<file path="config.mk">
export PLATFORM = sky130hd
export DESIGN_NAME = onehot_scan_enc32
export DESIGN_NICKNAME = d
export VERILOG_FILES = /design/src/rtl/onehot_scan_enc32.sv
export SDC_FILE = /design/constraint.sdc
export NUM_CORES = 1
export LEC_CHECK = 0
export CAP_MARGIN = 20
export CORE_UTILIZATION = 55
export CTS_CLUSTER_DIAMETER = 100
export CTS_CLUSTER_SIZE = 40
export DETAILED_ROUTE_END_ITERATION = 16
export GPL_TIMING_DRIVEN = 0
export HOLD_SLACK_MARGIN = 0.02
export PLACE_DENSITY = 0.87
export SETUP_SLACK_MARGIN = 0.1
export SYNTH_ARGS = -nofsm -noshare
export SYNTH_HDL_FRONTEND = slang
export SYNTH_SLANG_ARGS = --single-unit
</file>
<file path="constraint.sdc">
create_clock -name clk -period 3 [get_ports clk]
set_input_delay 0.45 -clock clk [delete_from_list [all_inputs] [get_ports clk]]
set_output_delay 0.45 -clock clk [all_outputs]
set_load 0.05 [all_outputs]
</file>
<file path="src/rtl/onehot_scan_enc32.sv">
// Multi-hot to index scanner: captures a request vector, then emits the index of each
// set bit (lowest first) through a valid/ready handshake and pulses done when exhausted.
module onehot_scan_enc32 #(
    parameter int unsigned N     = 32,
    parameter int unsigned IDX_W = $clog2(N)
) (
    input  logic             clk,
    input  logic             rst_n,
    input  logic             en,
    input  logic             load,
    input  logic [N-1:0]     req,
    output logic             out_valid,
    input  logic             out_ready,
    output logic [IDX_W-1:0] out_idx,
    output logic             busy,
    output logic             done,
    output logic [IDX_W:0]   count
);

    localparam int unsigned CntW = IDX_W + 1;

    typedef enum logic [1:0] {StIdle, StScan, StDone} state_e;

    state_e           state_q, state_d;
    logic [N-1:0]     pending_q, pending_d;
    logic [IDX_W-1:0] out_idx_q, out_idx_d;
    logic             out_valid_q, out_valid_d;
    logic             busy_q, busy_d;
    logic             done_q, done_d;
    logic [CntW-1:0]  count_q, count_d;

    // Priority select: the last assignment in the descending loop wins, giving the LSB.
    function automatic logic [IDX_W-1:0] lowest_set(input logic [N-1:0] v);
        logic [IDX_W-1:0] idx;
        idx = '0;
        for (int i = int'(N) - 1; i >= 0; i--) begin
            if (v[i]) idx = IDX_W'(i);
        end
        return idx;
    endfunction

    always_comb begin
        state_d     = state_q;
        pending_d   = pending_q;
        out_idx_d   = out_idx_q;
        out_valid_d = out_valid_q;
        busy_d      = busy_q;
        done_d      = 1'b0;
        count_d     = count_q;

        unique case (state_q)
            StIdle: begin
                busy_d      = 1'b0;
                out_valid_d = 1'b0;
                if (load && en) begin
                    pending_d = req;
                    count_d   = '0;
                    busy_d    = 1'b1;
                    if (req != '0) begin
                        state_d     = StScan;
                        out_valid_d = 1'b1;
                        out_idx_d   = lowest_set(req);
                    end else begin
                        state_d = StDone;
                        done_d  = 1'b1;
                    end
                end
            end
            StScan: begin
                if (out_valid_q && out_ready) begin
                    pending_d[out_idx_q] = 1'b0;
                    count_d              = count_q + CntW'(1);
                    if (pending_d != '0) begin
                        out_idx_d = lowest_set(pending_d);
                    end else begin
                        state_d     = StDone;
                        out_valid_d = 1'b0;
                        done_d      = 1'b1;
                    end
                end
            end
            StDone: begin
                state_d     = StIdle;
                busy_d      = 1'b0;
                out_valid_d = 1'b0;
            end
            default: begin
                state_d     = StIdle;
                busy_d      = 1'b0;
                out_valid_d = 1'b0;
                pending_d   = '0;
            end
        endcase
    end

    always_ff @(posedge clk or negedge rst_n) begin
        if (!rst_n) begin
            state_q     <= StIdle;
            pending_q   <= '0;
            out_idx_q   <= '0;
            out_valid_q <= 1'b0;
            busy_q      <= 1'b0;
            done_q      <= 1'b0;
            count_q     <= '0;
        end else begin
            state_q     <= state_d;
            pending_q   <= pending_d;
            out_idx_q   <= out_idx_d;
            out_valid_q <= out_valid_d;
            busy_q      <= busy_d;
            done_q      <= done_d;
            count_q     <= count_d;
        end
    end

    assign out_valid = out_valid_q;
    assign out_idx   = out_idx_q;
    assign busy      = busy_q;
    assign done      = done_q;
    assign count     = count_q;

endmodule

</file>
==> impl_metrics.csv <==
group,metric,value,unit
critical_path,critical_path_class,"flop to flop",
finish,instances_no_fill,580,
synth,post_synth_mux_area_share,4.84,%
sta,hold_ws,0.109,ns
global_route,grt_pass1_vias,3633,
finish,drive_gt1_share,10.1,%
clock_network,cts_tree,"built",
detailed_routing,ant_nets,0,
die,die_w,81.7,um
sta,slew_viol_final,0,
critical_path,cp.arrival,3.05,ns
sta,finalWorstSetupSlack,0.144,ns
clock_network,clock_path_buffers,2,
global_route,grt_max_degree,29,
critical_path,startpoint_type,"flop",
sta,rsz0062_at_grt,"yes",
die,num_rows,28,
synth,ys_dominant_reg_cell,"dfrtp_1",
detailed_routing,routedWlPerCell,21.2,um
critical_path,cp_max_fo,6,
clock_network,cts_sinks,48,
die,coreArea,6030,sq um
critical_path,r2r_end,"out_valid",
hold_path,min_path_type,"input port to asynchronous set/reset pin",
job,drv_cap,0,
finish,areaGrowthSynthToFinish,23.2,%
global_route,grt_pass1_wl,18700,um
synth,synth_top_family_by_area,"compound AO/OA/AOI/OAI gates",
clock_network,cts_root_buf,"clkbuf_8",
power,irDropWorstVdd,0.000628,V
detailed_routing,num_vias,3925,
power,p_leak,1.76,nW
critical_path,critPathSlowestCell,"o41a_1",
clock_network,clk_pin_slew,0.09,ns
finish,most-common-layout-cells,"54 x o21ai_0, 49 x clkdlybuf4s50_1, 47 x dfrtp_1",
global_route,overflow,0,
synth,synth_edf_count,0,
synth,synth-simple-area-share,24.5,%
finish,final_common_cell,"o21ai_0",
detailed_routing,drt_iter0_drc,423,
critical_path,path_cells,"or3b_1 -> clkbuf_2 -> o32a_1 -> or2_4 -> nor4b_4 -> nand3_1 -> o41a_1 -> a22o_1",
critical_path,critical_path.top_delay_family,"simple AND/OR/NAND/NOR gates",
detailed_routing,viasPerCell,6.77,
run_status,status,"finished clean",
sta,fin_skew,0.00504,ns
synth,synth-seq-area-share,34.4,%
synth,syn-mean-instance-area,7.86,sq um
detailed_routing,drt_first_pass_iters,5,
critical_path,path_buf_inv,1,
die,ios,51,
finish,nFillCells,510,
die,dieArea,6670,sq um
sta,max_slew_margin,43.9,%
die,die_h,81.7,um
synth,netlist.area_leader.share,34.4,%
finish,nNetsFinal,542,
global_route,grt_usage,38.9,%
synth,syn-cell-area,3490,sq um
synth,synth_area_leaders,"dfrtp_1 34%, o21ai_0 9.3%, a21oi_1 4.7%, nand2_1 4.3%, nor2_1 4.2%",
placed_design,gp_congestion,0.967,
detailed_routing,routed_wl,12300,um
synth,synth_compound_area_share,30.5,%
synth,async_reset_ff_share,100,%
critical_path,r2r-start,"out_idx[4]",
synth,yosysWarningCount,0,
critical_path,worst_ep_required_time,3.20,ns
clock_network,clock_latency,0.30,ns
clock_network,cts_buffers,5,
global_route,antenna_found_initial,0,
synth,synth_nets,482,
power,p_total,4.35,mW
critical_path,r2r_slack,0.14,ns
synth,synth_cell_type_count,51,
synth,synth-seq-cells,48,
synth,synth_fa_ha_area_share,0.358,%
synth,syn-instance-count,444,
clock_network,cts_max_level,2,
placed_design,dp_hpwl,9000,um
power,power.density,1010,nW/um^2
sta,hold_viol,0,
detailed_routing,drc,0,
critical_path,endpoint_kind,"flop",
sta,setup_viol,0,
placed_design,io_buffers,50,
synth,yosysTopAreaCell,"dfrtp_1",
critical_path,reg2reg_depth,8,
placed_design,dp_worst_setup_slack,-0.420,ns
critical_path,critPathMaxStageDelay,0.44,ns
placed_design,placedCellCount,570,
sta,max_slew.worst_pin.slew,0.841,ns
finish,n_antenna_cell,0,
synth,synth_xor_area_share,1.00,%
finish,final_core_util,71.4,%
sta,timing.final.crit_period,2.86,ns
die,floorplan.initialDensity,57.9,%
sta,finalCritPeriodShare,95.2,%
sta,max_freq,0.350,GHz
report_power, final:
group	internal, mW	leakage (nW)	switching (mW)
sequential	0.907	0.607	0.240
clock	0.294	0.0645	0.223
combinational	0.964	1.09	1.72
total	2.17	1.76	2.18
final cells by class:
cell class	instances	area (sq um)	area share [%]
inverter	14	52.6	1.22
sequential	48	1200	28.0
tap	75	93.8	2.18
multi-input combinational	357	2180	50.8
buffer	25	111	2.59
clock buffer	7	96.3	2.24
clock inverter	1	30.0	0.698
timing repair buffer	53	531	12.3
worst reg2reg max path, stage by stage, from the launching register on:
cell,delay [ns]
dfrtp_1,0.40
or3b_1,0.41
clkbuf_2,0.18
o32a_1,0.39
or2_4,0.29
nor4b_4,0.29
nand3_1,0.14
o41a_1,0.44
a22o_1,0.20
cell usage after synthesis (all sizes together), types with 6 or more instances:
library cell and count:
nand3 12, dfrtp 48, or2 10, nand2b 9, nand2 40, o32a 7, inv 14, mux2i 9
a21o 9, nor4 8, nand4 6, and3 10, a31oi 12, clkbuf 18, mux2 7, nor3 10
o21a 14, buf 7, a21oi 33, nor2 39, o21ai 65
how the worst max path moves through the flow:
stage | startpoint | to | depth (start not counted)
floorplan | out_idx[4] | out_valid | 8
global placement | load | out_idx[1] | 8
detailed placement | en | out_idx[1] | 8
CTS | out_idx[0] | out_valid | 9
global route | en | out_idx[1] | 8
finish | out_idx[4] | out_valid | 8
cell families after synthesis:
group	count (synthesis)
AO/OA/AOI/OAI	171
AND/OR/NAND/NOR	165
flip-flops	48
buffers and inverters	39
multiplexers	16
XOR/XNOR	4
adder cells (fa/ha/maj)	1
sequential cells by signal, summed over array words and instances (netlist names):
name	flops
state_q	2
count	6
done	1
pending_q	32
out_idx	5
busy	1
out_valid	1
metal layers:
layer  part of all wire (%)  GRT usage [%]  up-vias
met1                     42           51.7     1842
met5                      0              0        -
met3                     11           7.78       40
met4                    3.1           14.9        0
met2                     44           62.1      274
li1                       -              -     1769
per-stage QoR:
stage	cell area [sq um]	setup TNS, ns
after global placement	4090	-1.51
after CTS	4260	0
after global routing	4300	0
final	4300	0
after floorplan	3490	0
after detailed placement	4100	-1.57
what timing repair did:
item,in CTS,in global routing
resized for setup,10,25
setup buffers,1,1
endpoints found under the setup margin,8,7
cloned,0,0
pin swaps,1,3
hold buffers,0,0
endpoints found under the hold margin,0,0
Power figures use the tool's default switching activity.
